--- src/rtl/seq_divider_pkg.sv ---
// Shared definitions for the sequential restoring divider: the controller
// state encoding and the default operand width.
package seq_divider_pkg;

  localparam int DEFAULT_WIDTH = 8;

  typedef enum logic [1:0] {
    IDLE = 2'd0,
    BUSY = 2'd1,
    DONE = 2'd2
  } state_t;

endpackage

--- src/rtl/seq_divider_cla.sv ---
// cla_subtractor: N-bit A-B computed as A + ~B + 1, with every carry formed
// directly from the generate/propagate terms (carry-lookahead), so no carry
// waits on a lower-order carry. Borrow is the inverted carry out.
module cla_subtractor #(
  parameter int N = 9
) (
  input  logic [N-1:0] a,
  input  logic [N-1:0] b,
  output logic [N-1:0] difference,
  output logic         borrow
);

  logic [N-1:0] w_bInv;
  logic [N-1:0] w_gen;
  logic [N-1:0] w_prop;
  logic [N:0]   w_carry;
  logic         w_cAcc;
  logic         w_pAcc;

  assign w_bInv = ~b;
  assign w_gen  = a & w_bInv;
  assign w_prop = a ^ w_bInv;

  // Expand each carry as G[i] | P[i]G[i-1] | ... | P[i]..P[0]Cin with Cin = 1
  always_comb begin
    w_carry    = '0;
    w_cAcc     = 1'b0;
    w_pAcc     = 1'b0;
    w_carry[0] = 1'b1;
    for (int i = 0; i < N; i++) begin
      w_cAcc = w_gen[i];
      w_pAcc = w_prop[i];
      for (int j = i - 1; j >= 0; j--) begin
        w_cAcc = w_cAcc | (w_pAcc & w_gen[j]);
        w_pAcc = w_pAcc & w_prop[j];
      end
      w_carry[i+1] = w_cAcc | w_pAcc;
    end
  end

  assign difference = w_prop ^ w_carry[N-1:0];
  assign borrow     = ~w_carry[N];

endmodule

--- src/rtl/seq_divider.sv ---
// Sequential restoring divider: one quotient bit per BUSY cycle, MSB first.
// A zero divisor short-circuits straight to DONE with all-ones quotient and
// the dividend as remainder. Results are held in dedicated output registers
// so they only change when a computation finishes.
module seq_divider
  import seq_divider_pkg::*;
#(
  parameter int WIDTH = DEFAULT_WIDTH
) (
  input  logic             clk,
  input  logic             rst_n,
  input  logic             in_valid,
  output logic             in_ready,
  input  logic [WIDTH-1:0] dividend,
  input  logic [WIDTH-1:0] divisor,
  output logic             out_valid,
  input  logic             out_ready,
  output logic [WIDTH-1:0] quotient,
  output logic [WIDTH-1:0] remainder,
  output logic             div_by_zero
);

  localparam int CW = $clog2(WIDTH);

  state_t           r_state;
  state_t           w_nextState;
  logic             w_inReady;
  logic             w_outValid;

  logic [WIDTH-1:0] r_dividend;
  logic [WIDTH-1:0] r_divisor;
  logic [WIDTH-1:0] r_workRem;
  logic [WIDTH-2:0] r_workQuot;
  logic [CW-1:0]    r_count;
  logic [WIDTH-1:0] r_quotient;
  logic [WIDTH-1:0] r_remainder;
  logic             r_divByZero;

  logic [WIDTH:0]   w_trialA;
  logic [WIDTH:0]   w_trialB;
  logic [WIDTH:0]   w_difference;
  logic             w_borrow;
  logic             w_keepDiff;
  logic [WIDTH-1:0] w_newRem;
  logic [WIDTH-1:0] w_quotShift;

  // Shift the next dividend bit (selected by the down-counter) into the
  // partial remainder and trial-subtract the divisor in WIDTH+1 bits.
  assign w_trialA = {r_workRem, r_dividend[r_count]};
  assign w_trialB = {1'b0, r_divisor};

  cla_subtractor #(
    .N(WIDTH + 1)
  ) u_sub (
    .a         (w_trialA),
    .b         (w_trialB),
    .difference(w_difference),
    .borrow    (w_borrow)
  );

  // Without a borrow the difference is below the divisor, so its top bit is
  // zero; requiring that as well keeps the restore decision self-consistent.
  assign w_keepDiff  = ~w_borrow & ~w_difference[WIDTH];
  assign w_newRem    = w_keepDiff ? w_difference[WIDTH-1:0] : w_trialA[WIDTH-1:0];
  assign w_quotShift = {r_workQuot, w_keepDiff};

  // Controller state register
  always_ff @(posedge clk) begin
    if (!rst_n) r_state <= IDLE;
    else        r_state <= w_nextState;
  end

  // Next-state and handshake decode: accept only in IDLE, present only in DONE
  always_comb begin
    w_nextState = r_state;
    w_inReady   = 1'b0;
    w_outValid  = 1'b0;
    case (r_state)
      IDLE: begin
        w_inReady = 1'b1;
        if (in_valid) w_nextState = (divisor == '0) ? DONE : BUSY;
      end
      BUSY: begin
        if (r_count == '0) w_nextState = DONE;
      end
      DONE: begin
        w_outValid = 1'b1;
        if (out_ready) w_nextState = IDLE;
      end
      default: w_nextState = IDLE;
    endcase
  end

  // Operand capture, one restoring step per BUSY cycle, result commit
  always_ff @(posedge clk) begin
    if (!rst_n) begin
      r_dividend  <= '0;
      r_divisor   <= '0;
      r_workRem   <= '0;
      r_workQuot  <= '0;
      r_count     <= '0;
      r_quotient  <= '0;
      r_remainder <= '0;
      r_divByZero <= 1'b0;
    end else begin
      case (r_state)
        IDLE: begin
          if (in_valid) begin
            r_dividend <= dividend;
            r_divisor  <= divisor;
            r_workRem  <= '0;
            r_workQuot <= '0;
            r_count    <= CW'(WIDTH - 1);
            if (divisor == '0) begin
              r_quotient  <= '1;
              r_remainder <= dividend;
              r_divByZero <= 1'b1;
            end
          end
        end
        BUSY: begin
          r_workRem  <= w_newRem;
          r_workQuot <= w_quotShift[WIDTH-2:0];
          if (r_count != '0) begin
            r_count <= r_count - 1'b1;
          end else begin
            r_quotient  <= w_quotShift;
            r_remainder <= w_newRem;
            r_divByZero <= 1'b0;
          end
        end
        default: begin
        end
      endcase
    end
  end

  assign in_ready    = w_inReady;
  assign out_valid   = w_outValid;
  assign quotient    = r_quotient;
  assign remainder   = r_remainder;
  assign div_by_zero = r_divByZero;

endmodule

--- config.mk ---
export PLATFORM = sky130hd
export DESIGN_NAME = seq_divider
export DESIGN_NICKNAME = d
export VERILOG_FILES = /design/src/rtl/seq_divider_pkg.sv /design/src/rtl/seq_divider_cla.sv /design/src/rtl/seq_divider.sv
export SDC_FILE = /design/constraint.sdc
export NUM_CORES = 1
export LEC_CHECK = 0
export CAP_MARGIN = 20
export CORE_ASPECT_RATIO = 0.7
export CORE_MARGIN = 2
export CORE_UTILIZATION = 45
export CTS_CLUSTER_SIZE = 12
export DETAILED_ROUTE_END_ITERATION = 16
export PLACE_DENSITY = 0.7
export REMOVE_ABC_BUFFERS = 1
export SLEW_MARGIN = 15
export SYNTH_ARGS = -nofsm -noshare
export SYNTH_HDL_FRONTEND = slang
export SYNTH_HIERARCHICAL = 1
export SYNTH_SLANG_ARGS = --single-unit
--- constraint.sdc ---
create_clock -name clk -period 4.05 [get_ports clk]
set_clock_uncertainty 0.2 [all_clocks]
set_input_delay 1.0125 -clock clk [delete_from_list [all_inputs] [get_ports clk]]
set_output_delay 1.0125 -clock clk [all_outputs]
set_load 0.02 [all_outputs]
### Word level (Yosys, flattened, before mapping)

Cells that the tools add are included.
W data, S select, Z words.

| cells by class | value |
|---|---|
| multiply operators | 0 |
| multiplexer cells | 29 |
| reduce and logical (&&, ||, !) cells | 10 |
| equal/unequal tests | 8 |
| add/subtract/negate cells | 1 |
| $lt $le $gt $ge | 1 |
| shift-type cells | 0 |
| bitwise operators | 123 |
| div/mod/pow operators | 0 |

Operators with widths:

| operator | number |
|---|---|
| $and A1 B1 Y1 | 73 |
| $mux W8 | 8 |
| $pmux W8 S2 | 3 |
| $or A1 B1 Y1 | 45 |
| $xor A9 B9 Y9 | 2 |
| $pmux W7 S2 | 1 |
| $ne A2 B2 Y1 const B | 6 |
| $and A9 B9 Y9 | 1 |
| $not A8 Y9 | 1 |
| $logic_not A8 Y1 | 1 |
| $mux W2 | 4 |
| $mux W7 | 1 |
| $mux W1 | 6 |
| $mux W3 | 2 |
| $pmux W2 S3 | 1 |
| $pmux W3 S2 | 1 |
| $reduce_and A3 Y1 | 2 |
| $lt A3 B4 Y1 const B | 1 |
| $reduce_and A2 Y1 | 2 |
| $reduce_and A4 Y1 | 1 |
| $bmux W1 S3 | 1 |
| $logic_not A3 Y1 | 1 |
| $reduce_bool A3 Y1 | 1 |
| $sub A3 B1 Y3 const B | 1 |
| 6 further kinds | 6 |

| word-level totals | value |
|---|---|
| RAM bits | 0 |
| input port bits | 20 |
| output and inout bits | 19 |
| bits in read-only memories | 0 |
| word-level logic and storage cells | 181 |
| register bits | 53 |
| bits in latches | 0 |
| memories | 0 |

### Longest topological paths before layout

Gate-level depths: netlist of the first run.

| depth | value |
|---|---|
| word-level depth | 18 |
| mapped depth | 14 |
| mapped depth without buffers | 13 |

### Modules after synthesis

The synthesis of the first run kept the hierarchy.

By module, submodules not included:

| module | times used | seq. area each (µm²) | area an instance (µm²) | cells each |
|---|---|---|---|---|
| seq_divider | 1 | 1,061.0 | 2,299.7 | 268 |
| cla_subtractor | 1 | 0.0 | 420.4 | 58 |

### Least setup slack after synthesis of the first run

Ideal clock, no wire load.

| path | value |
|---|---|
| path type | register -> register |
| start | reg r_count[0] |
| end | reg r_remainder[2] (netlist: remainder[2]) |
| setup time | 0.070 ns |
| clock period less this slack | 3.639 ns |
| data required time | 3.780 ns |
| path buffers | 1 |
| stages on the path, launching flop included | 15 |
| arrival | 3.369 ns |
| slack | 0.411 ns |
| cell sequence | dfxtp_1 clkbuf_1 mux2_2 or3_1 and3_1 inv_1 ha_1 nor3_2 or4b_1 nand3_1 xor2_1 nor2_2 mux2i_1 a2111o_1 a21oi_1 |

| between the ends | value |
|---|---|
| longest elaborated chain between the ends | 12 |
| elaborated cells between the ends (all ways) | 25 |
| classes of those cells | 1 x eq/ne; 5 x mux; 17 x bitwise; 2 x reduce/logical |

RTL lines:

| item | RTL line | source |
|---|---|---|
| start: declaration | seq_divider.sv:34 | `logic [CW-1:0] r_count;` |
| start signal: assignment | seq_divider.sv:113 | `r_count <= CW'(WIDTH - 1);` |
| start signal: assignment | seq_divider.sv:125 | `r_count <= r_count - 1'b1;` |
| $bmux W1 S3 (*) | seq_divider.sv:49 | `assign w_trialA = {r_workRem, r_dividend[r_count]};` |
| $mux W1 (implied by the code) (*) | seq_divider.sv:49 |  |
| named net w_trialA[0] | seq_divider.sv:39 | `logic [WIDTH:0] w_trialA;` |
| $and A9 B9 Y9 | seq_divider_cla.sv:21 | `assign w_gen = a & w_bInv;` |
| $and A1 B1 Y1 | seq_divider_cla.sv:34 | `w_cAcc = w_cAcc \| (w_pAcc & w_gen[j]);` |
| $or A1 B1 Y1 | seq_divider_cla.sv:34 |  |
| $or A1 B1 Y1 (*) | seq_divider_cla.sv:37 | `w_carry[i+1] = w_cAcc \| w_pAcc;` |
| $xor A9 B9 Y9 (*) | seq_divider_cla.sv:41 | `assign difference = w_prop ^ w_carry[N-1:0];` |
| named net w_difference[8] | seq_divider.sv:41 | `logic [WIDTH:0] w_difference;` |
| $not A1 Y1 (*) | seq_divider.sv:63 | `assign w_keepDiff = ~w_borrow & ~w_difference[WIDTH];` |
| $and A1 B1 Y1 (*) | seq_divider.sv:63 |  |
| $mux W8 (*) | seq_divider.sv:64 | `assign w_newRem = w_keepDiff ? w_difference[WIDTH-1:0] : w_trialA[WIDTH-1:0];` |
| $mux W8 (*) | seq_divider.sv:124 | `if (r_count != '0) begin` |
| $pmux W8 S2 (*) | seq_divider.sv:106 | `case (r_state)` |
| end signal: assignment | seq_divider.sv:116 | `r_remainder <= dividend;` |
| end signal: assignment | seq_divider.sv:128 | `r_remainder <= w_newRem;` |
| end: declaration | seq_divider.sv:36 | `logic [WIDTH-1:0] r_remainder;` |

The timed path passes the listed nets; every way through them passes the cells marked *. The select of a mux whose other input is x is not followed.
A chain may end at the register's enable or synchronous reset.

### Worst setup path in the final report of the first run

| path | value |
|---|---|
| start | reg r_count[0] |
| end | reg r_remainder[3] (netlist: remainder[3]) |

Same word-level chain as after synthesis.

==> out/results.tsv, run 1 <==
stage	metric	value	unit
route	via_per_inst	5.52	
route	wl_per_cell	15.0	um
yosys	synth_flop_cell	dfxtp_1	
sta	worst_pin_slew	0.991	ns
power_and_ir_drop	pwr-share-seq	0.418	
sta	setup_viol	0	
sta	slew_headroom	0.338	
hold_path	hp-class	reg2reg	
setup_path	critPathBufInv	2	
power_and_ir_drop	p_sw_frac	0.322	
status	status	completed	
route	wirelength	6500	um
yosys	ys_ff_latch	53	
setup_path	timing.critical_path.cells	mux2_2 -> or3_1 -> and3_1 -> inv_1 -> ha_1 -> nor3_2 -> or4b_1 -> nand3_1 -> xor2_1 -> nor2_2 -> buf_4 -> mux2i_1 -> a2111o_1 -> a21oi_1	
sta	clock.fmax	265	MHz
setup_path	cp.required	4.09	ns
floorplan	initial_core_util	0.470	
yosys	ys_seq_area_frac	0.390	
yosys	synth_area_leader_cell	dfxtp_1	
yosys	yosysWarnings	6	
yosys	syn_area	2720	um^2
cts	clk_pin_slew	0.10	ns
setup_path	max_stage_delay	0.52	ns
layout	nFillCells	530	
placement	portBuffers	38	
cts	cts_tree	yes	
yosys	avgSynthCellArea	8.34	um^2
cts	cts_setup_buffers	0	
placement	dp.cells	427	
cts	cts_buffers	5	
cts	cts.root.buffer_cell	clkbuf_8	
sta	period_share	0.931	
route	vias	2401	
setup_path	crit_type	reg2reg	
sta	hold_viol_final	0	
yosys	async_flop_share	0	
setup_path	arrival	3.81	ns
power_and_ir_drop	power.leakage	1.29	nW
global_route	grt_pass1_vias	2288	
power_and_ir_drop	power_frac_clock	0.267	
setup_path	end_kind	flop	
yosys	synth.area.top_cells	dfxtp_1 (39%), a21oi_1 (7.7%), nand2_1 (7.0%)	
cts	cts_htree_levels	2	
sta	drv_slew	0	
power_and_ir_drop	p_comb_frac	0.316	
route	drc	0	
setup_path	startpoint_type	flop	
setup_path	crit_slowest_cell	or4b_1	
layout	layout_common_cells	dfxtp_1 (53), nand2_1 (51), a21oi_1 (42)	
setup_path	crit_family	simple AND/OR/NAND/NOR gates	
placement	dpl.hpwl	4470	um
yosys	synth-edff-count	0	
sta	rsz0062_at_grt	no	
layout	final_cells	435	
placement	gp_congestion	0.835	
yosys	synth_top_area_frac	0.390	
setup_path	cp_max_fo	10	
power_and_ir_drop	max-vdd-ir-drop	0.219	mV
layout	area_growth	20.1	%
run	maxCapViolCount	0	
cts	cts.sinks	53	
power_and_ir_drop	p_int	0.964	mW
route	postRouteAntennaNets	0	
cts	cts_max_path_buffers	2	
power_and_ir_drop	p_per_area	435	nW/um^2
power_and_ir_drop	power.switching	0.458	mW
yosys	synth_cell_types	46	
floorplan	die_area	6690	um^2
floorplan	die_w	96.9	um
global_route	grt_max_degree	34	
layout	drive_above_1_share	0.0722	
floorplan	ios	39	
layout	final_nets	392	
yosys	synthCells	326	
sta	period_minus_slack	3.77	ns
layout	final_cell_area	3270	um^2
global_route	gr-total-overflow	0	
sta	setup_tns	0	ns
floorplan	row_count	23	
global_route	grt_antenna_before_repair	0	
global_route	grt_pass1_wl	11000	um
global_route	grt_usage	0.198	
layout	final_common_cell	dfxtp_1	
floorplan	core-area	5780	um^2
layout	diodes	0	
cts	clock_latency	0.31	ns
route	firstDrtPassIters	5	
placement	place_area	3150	um^2
cts	cts-hold-fix-buffers	0	
cts	ctsResizeCount	0	
floorplan	dieHeight	69.1	um
route	drt_iter0_markers	147	
synth_stat cells (2+ instances only):
cell type  number
nor3_2          2
a211oi_1        2
a21o_1          2
xnor2_1         5
buf_6           3
nand3_1        12
xor2_1          2
or3_1           8
o21ai_0        11
clkbuf_1       13
and2_1          8
or4_4           2
nand4_1         2
dfxtp_1        53
a311oi_1        3
nor3_1          2
nor2b_1         5
nand2_1        51
ha_1           13
nor2_1         16
buf_2           3
a2111o_1        6
o22ai_1         6
mux2i_1         9
a31oi_1         2
o211a_1         8
a21oi_1        42
and3_1          2
inv_1          15
mux2_2          2
worst paths after layout:
check | from | endpoint | slack, ns | cells past startpoint
max | r_count[0]$_SDFFE_PN0P_ | remainder[3]$_SDFFE_PN0P_ | 0.28 | 14
min | r_divisor[4]$_SDFFE_PN0P_ | r_divisor[4]$_SDFFE_PN0P_ | 0.26 | 2
max reg2reg | r_count[0]$_SDFFE_PN0P_ | remainder[3]$_SDFFE_PN0P_ | 0.28 | 14
min reg2reg | r_divisor[4]$_SDFFE_PN0P_ | r_divisor[4]$_SDFFE_PN0P_ | 0.26 | 2
tightest hold or removal path, delay by kind of cell (launching register included):
kind	cells	cell delay [ns]
flip-flops	1	0.32
AND/OR/NAND/NOR	1	0.05
AO/OA/AOI/OAI	1	0.05
power groups by stage:
stage | logic, mW | clock network [mW] | registers, mW
5_1_grt | 0.493 | 0.411 | 0.600
4_1_cts | 0.448 | 0.388 | 0.593
2_1_floorplan | 0.276 | 0 | 0.621
3_5_place_dp | 0.445 | 0 | 0.605
3_3_place_gp | 0.438 | 0 | 0.605
6_report | 0.449 | 0.379 | 0.593
through the flow:
stage | util | worst slack, ns | power, mW | hold slack [ns]
floorplan | - | 0.507 | 0.898 | 0.233
global placement | 0.544 | 0.491 | 1.04 | 0.244
detailed placement | 0.544 | 0.368 | 1.05 | 0.250
CTS | 0.565 | 0.309 | 1.43 | 0.264
global route | 0.565 | 0.0913 | 1.50 | 0.284
finish | 0.565 | 0.279 | 1.42 | 0.261
registers in the layout, summed over array words and instances, names as in the netlist:
name	count
r_workRem	8
r_dividend	8
quotient	8
r_state	2
r_workQuot	7
div_by_zero	1
r_divisor	8
r_count	3
remainder	8
kinds of logic (layout without fill, tap and decap cells):
kind of cell	count (synthesis)	in the layout	synth area share
muxes	11	11	0.0414
xor gates and xnor gates	7	7	0.0225
AOI/OAI and AO/OA	90	90	0.216
adders and majority gates	13	13	0.0598
and+or+nand+nor	116	116	0.209
buffers and inverters	35	69	0.0598
other	1	1	0.00138
DFF	53	53	0.390
layer usage:
metal	up-vias	track usage	part of all wire
met3	5	0.0396	0.037
met2	52	0.293	0.43
met4	0	0.0501	0.0062
met1	1130	0.295	0.53
li1	1214	-	-
met5	-	0	0
cell type report:
| type | instances | area (um^2) | area share |
|---|---|---|---|
| Multi-Input combinational cell | 238 | 1500 | 0.458 |
| Sequential cell | 53 | 1060 | 0.325 |
| Timing Repair Buffer | 46 | 440 | 0.135 |
| Tap cell | 75 | 93.8 | 0.0287 |
| Clock buffer | 6 | 82.6 | 0.0253 |
| Inverter | 15 | 56.3 | 0.0172 |
| Clock inverter | 2 | 37.5 | 0.0115 |
No activity file was read; power rests on OpenSTA's default activity.
==> run 2: changes to the inputs <==
PLACE_DENSITY = 0.73   (was 0.7)
SYNTH_HIERARCHICAL = not set   (was 1)
clock period = 3.4 ns   (was 4.05 ns; I/O delays follow)
==> out/results.tsv, run 2 <==
stage	metric	value	unit
global_route	grt_usage	0.199	
cts	cts.root.buffer_cell	clkbuf_8	
placement	portBuffers	38	
yosys	synth.area.top_cells	dfxtp_1 (39%), a21boi_0 (8.2%), nand2_1 (7.1%)	
sta	worst_pin_slew	0.617	ns
floorplan	die_w	97.2	um
setup_path	cp.required	3.38	ns
sta	rsz0062_at_grt	no	
yosys	synth_flop_cell	dfxtp_1	
floorplan	row_count	23	
layout	diodes	0	
cts	cts_buffers	5	
yosys	synthCells	322	
setup_path	crit_family	compound AO/OA/AOI/OAI gates	
global_route	grt_pass1_vias	2293	
sta	period_minus_slack	3.23	ns
power_and_ir_drop	max-vdd-ir-drop	0.291	mV
cts	clk_pin_slew	0.09	ns
route	firstDrtPassIters	4	
status	status	completed	
route	met1Wirelength	3280	um
yosys	ys_ff_latch	53	
power_and_ir_drop	p_per_area	581	nW/um^2
global_route	gr-total-overflow	0	
setup_path	max_stage_delay	0.55	ns
setup_path	critPathBufInv	3	
placement	dpl.hpwl	4750	um
run	maxCapViolCount	0	
setup_path	crit_type	reg2reg	
route	postRouteAntennaNets	0	
floorplan	die_area	6730	um^2
layout	drive_above_1_share	0.160	
setup_path	arrival	3.21	ns
yosys	netlist_top_cells_count	dfxtp_1 (53), nand2_1 (52), a21boi_0 (30)	
cts	cts-hold-fix-buffers	0	
layout	area_growth	27.1	%
yosys	yosysWarnings	0	
route	wl_per_cell	14.9	um
layout	final_nets	398	
layout	postLayoutCoreUtil	0.601	
route	via_per_inst	5.42	
route	highest_layer	met4	
route	vias	2403	
setup_path	startpoint_type	flop	
yosys	synth_most_common_cell	dfxtp_1	
yosys	synth_top_area_frac	0.388	
layout	layout_common_cells	nand2_1 (52), dfxtp_1 (52), clkdlybuf4s50_1 (38)	
sta	setup_tns	0	ns
yosys	syn_area	2740	um^2
yosys	synth_cell_types	44	
cts	clock_latency	0.31	ns
setup_path	cp_max_fo	6	
yosys	ys_seq_area_frac	0.388	
setup_path	end_kind	flop	
floorplan	core-area	5780	um^2
yosys	avgSynthCellArea	8.50	um^2
cts	cts_htree_levels	2	
yosys	synth-edff-count	0	
floorplan	initial_core_util	0.473	
sta	setup_viol	0	
route	drt_iter0_markers	112	
cts	cts.sinks	53	
power_and_ir_drop	power.leakage	1.25	nW
route	wl_met3	355	um
hold_path	hp-class	reg2reg	
floorplan	dieHeight	69.2	um
route	wirelength	6590	um
placement	gp_congestion	0.797	
route	drc	0	
setup_path	timing.critical_path.cells	mux4_2 -> mux2i_4 -> inv_1 -> ha_1 -> o211ai_1 -> buf_4 -> a211o_1 -> a31oi_4 -> nor2_4 -> buf_4 -> o211ai_1 -> a21boi_0	
global_route	grt_antenna_before_repair	0	
floorplan	ios	39	
yosys	synth_area_leader_cell	dfxtp_1	
sta	slew_headroom	0.586	
global_route	grt_max_degree	31	
route	wl_met2	2920	um
sta	hold_viol_final	0	
sta	period_share	0.949	
setup_path	ff2ff_setup_slack	0.17	ns
cts	cts_tree	yes	
global_route	grt_pass1_wl	10900	um
yosys	async_flop_share	0	
sta	drv_slew	0	
cts	cts_max_path_buffers	2	
setup_path	crit_slowest_cell	mux4_2	
sta	clock.fmax	310	MHz
==> run 2: repair_timing <==
action                                 4_1_cts  5_1_grt
endpoints found under the hold margin        0        0
buffers inserted                             0        4
cloned                                       0        0
resized for setup                            4        7
pin swaps                                    0        5
setup endpoints to repair                   10       18
==> run 2: worst paths after layout <==
kind / start / endpoint / cells after the start
worst max-delay path: r_count[0]$_SDFFE_PN0P_ / r_workRem[0]$_SDFFE_PN0P_ / 12
worst min-delay path: r_divisor[2]$_SDFFE_PN0P_ / r_divisor[2]$_SDFFE_PN0P_ / 2
worst max register to register: r_count[0]$_SDFFE_PN0P_ / r_workRem[0]$_SDFFE_PN0P_ / 12
worst min register to register: r_divisor[2]$_SDFFE_PN0P_ / r_divisor[2]$_SDFFE_PN0P_ / 2
==> run 2: kinds of logic after synthesis <==
logic type                 synth area share
buffers and inverters                0.0576
and+or+nand+nor                       0.245
xor gates and xnor gates             0.0224
AOI/OAI and AO/OA                     0.203
adders and majority gates            0.0503
muxes                                0.0348
DFF                                   0.388
==> run 2: metal layers <==
metal,track usage,up-vias
li1,-,1218
met1,0.280,1117
met2,0.316,63
met3,0.0464,5
met4,0.0391,0
met5,0,-
==> run 2: layout make-up <==
class	count	area, um^2
inverter	16	60.1
timing repair buffer	58	556
clock buffer	5	68.8
fill	509	2310
sequential	53	1060
clock inverter	3	65.1
multi-input combinational	233	1570
tap	75	93.8
==> run 2: through the flow <==
step	hold slack (ns)	power [mW]	worst slack, ns	std cells	cell area (um^2)
floorplan	0.240	1.17	0.283	302	2640
global placement	0.251	1.40	0.0384	431	3260
detailed placement	0.257	1.43	-0.0598	431	3260
CTS	0.271	1.95	0.000646	439	3420
global route	0.293	2.13	0.0111	443	3480
finish	0.265	2.02	0.172	443	3480
==> run 2: report_power, final <==
group	switching (mW)	internal [mW]
logic	0.425	0.372
registers	0.0449	0.676
clock network	0.211	0.293
==> run 2: worst reg2reg max path, cell delays in order, from the launching register on <==
cell and delay [ns]:
dfxtp_2 0.39, mux4_2 0.55, mux2i_4 0.18, inv_1 0.09, ha_1 0.30, o211ai_1 0.10, buf_4 0.16, a211o_1 0.30
a31oi_4 0.24, nor2_4 0.10, buf_4 0.15, o211ai_1 0.24, a21boi_0 0.13
==> run 3: changes to the inputs <==
TNS_END_PERCENT = 10   (was not set)
==> out/results.tsv, run 3 (same netlist as run 2, synthesis figures left out) <==
stage	metric	value	unit
sta	rsz0062_at_grt	no	
route	via_per_inst	5.48	
global_route	grt_max_degree	31	
power_and_ir_drop	p_per_area	573	nW/um^2
route	postRouteAntennaNets	0	
setup_path	cp_max_fo	6	
status	status	completed	
cts	cts_tree	yes	
setup_path	cp.depth	11	
power_and_ir_drop	power.leakage	1.23	nW
setup_path	crit_slowest_cell	mux4_2	
layout	diodes	0	
placement	portBuffers	38	
floorplan	initial_core_util	0.473	
cts	clk_pin_slew	0.10	ns
setup_path	max_stage_delay	0.54	ns
floorplan	core-area	5780	um^2
floorplan	dieHeight	69.2	um
sta	worst_pin_slew	0.607	ns
route	wirelength	6600	um
floorplan	row_count	23	
power_and_ir_drop	p_int	1.32	mW
sta	drv_slew	0	
setup_path	crit_type	reg2reg	
cts	clock_latency	0.31	ns
setup_path	critPathBufInv	2	
sta	hold_viol_final	0	
layout	drive_above_1_share	0.162	
placement	gp_congestion	0.797	
setup_path	cp.required	3.39	ns
global_route	grt_pass1_wl	10900	um
route	drt_iter0_markers	103	
setup_path	end_kind	flop	
sta	clock.fmax	311	MHz
sta	period_share	0.947	
cts	cts_buffers	5	
global_route	gr-total-overflow	0	
placement	dp.cells	431	
power_and_ir_drop	power_frac_clock	0.253	
global_route	grt_antenna_before_repair	0	
sta	period_minus_slack	3.22	ns
setup_path	startpoint_type	flop	
cts	cts_htree_levels	2	
sta	slew_headroom	0.593	
power_and_ir_drop	power.switching	0.670	mW
global_route	grt_pass1_vias	2286	
route	firstDrtPassIters	4	
sta	setup_viol	0	
global_route	grt_usage	0.198	
sta	holdWs	0.267	ns
floorplan	ios	39	
layout	layout_common_cells	nand2_1 (52), dfxtp_1 (52), clkdlybuf4s50_1 (38)	
cts	cts-hold-fix-buffers	0	
layout	final_cells	440	
route	vias	2413	
layout	postLayoutCoreUtil	0.600	
setup_path	crit_family	multiplexers	
cts	cts.root.buffer_cell	clkbuf_8	
setup_path	ff2ff_setup_slack	0.18	ns
setup_path	reg2regPathDepth	11	
cts	cts_max_path_buffers	2	
power_and_ir_drop	p_comb_frac	0.384	
power_and_ir_drop	max-vdd-ir-drop	0.292	mV
sta	setup_tns	0	ns
hold_path	hp-class	reg2reg	
floorplan	die_area	6730	um^2
run	maxCapViolCount	0	
placement	dpl.hpwl	4750	um
route	wl_per_cell	15.0	um
hold_path	whs_path_depth	2	
layout	final_nets	395	
power_and_ir_drop	p_sw_frac	0.337	
cts	cts.sinks	53	
setup_path	timing.critical_path.cells	mux4_2 -> mux2i_4 -> inv_1 -> ha_4 -> o211ai_1 -> a211oi_2 -> nor4_1 -> buf_4 -> nor2_4 -> mux2i_2 -> o311ai_1	
floorplan	die_w	97.2	um
layout	area_growth	26.8	%
route	drc	0	
setup_path	arrival	3.21	ns
power_and_ir_drop	pwr-share-seq	0.363	
## run 3: path summary, 6_finish.rpt
path | to | startpoint
setup reg to reg | remainder[5]$_SDFFE_PN0P_ | r_count[0]$_SDFFE_PN0P_
hold / removal | r_dividend[0]$_SDFFE_PN0P_ | r_dividend[0]$_SDFFE_PN0P_
setup / recovery | remainder[5]$_SDFFE_PN0P_ | r_count[0]$_SDFFE_PN0P_
hold reg to reg | r_dividend[0]$_SDFFE_PN0P_ | r_dividend[0]$_SDFFE_PN0P_
## run 3: layout make-up
class / count / area [um^2]
clock buffers: 5 / 68.8
clock inverters: 3 / 65.1
well taps: 75 / 93.8
flip-flops and latches: 53 / 1060
fillers: 510 / 2310
multi-input cells: 233 / 1590
inverters: 16 / 60.1
repair buffers: 55 / 533
## run 3: through the flow
stage	power, mW	worst slack [ns]	area (um^2)
global placement	1.40	0.0384	3260
floorplan	1.17	0.283	2640
finish	1.99	0.179	3470
global route	2.10	0.0541	3470
detailed placement	1.43	-0.0598	3260
CTS	1.94	-0.0112	3410
## run 3: power groups by stage
stage	combinational, mW	clock (mW)	sequential, mW
floorplan	0.425	0	0.742
global placement	0.674	0	0.730
detailed placement	0.694	0	0.733
CTS	0.712	0.512	0.719
global route	0.839	0.533	0.728
finish	0.764	0.503	0.721
## run 3: metal layers
layer / track usage / part of all wire / wire, um
met4: 0.0391 / 0.0062 / 41
met5: 0 / 0 / 0
met2: 0.315 / 0.44 / 2900
met3: 0.0464 / 0.057 / 377
met1: 0.279 / 0.50 / 3270
## run 3: repair_timing
action	CTS	global route
gates resized for setup	3	10
pin swaps	0	5
setup endpoints to repair	10	18
setup buffers	0	1
## run 3: tightest hold or removal path: stages, from the launching register on
cell	delay, ns
dfxtp_1	0.32
nand2_1	0.04
a21boi_0	0.06
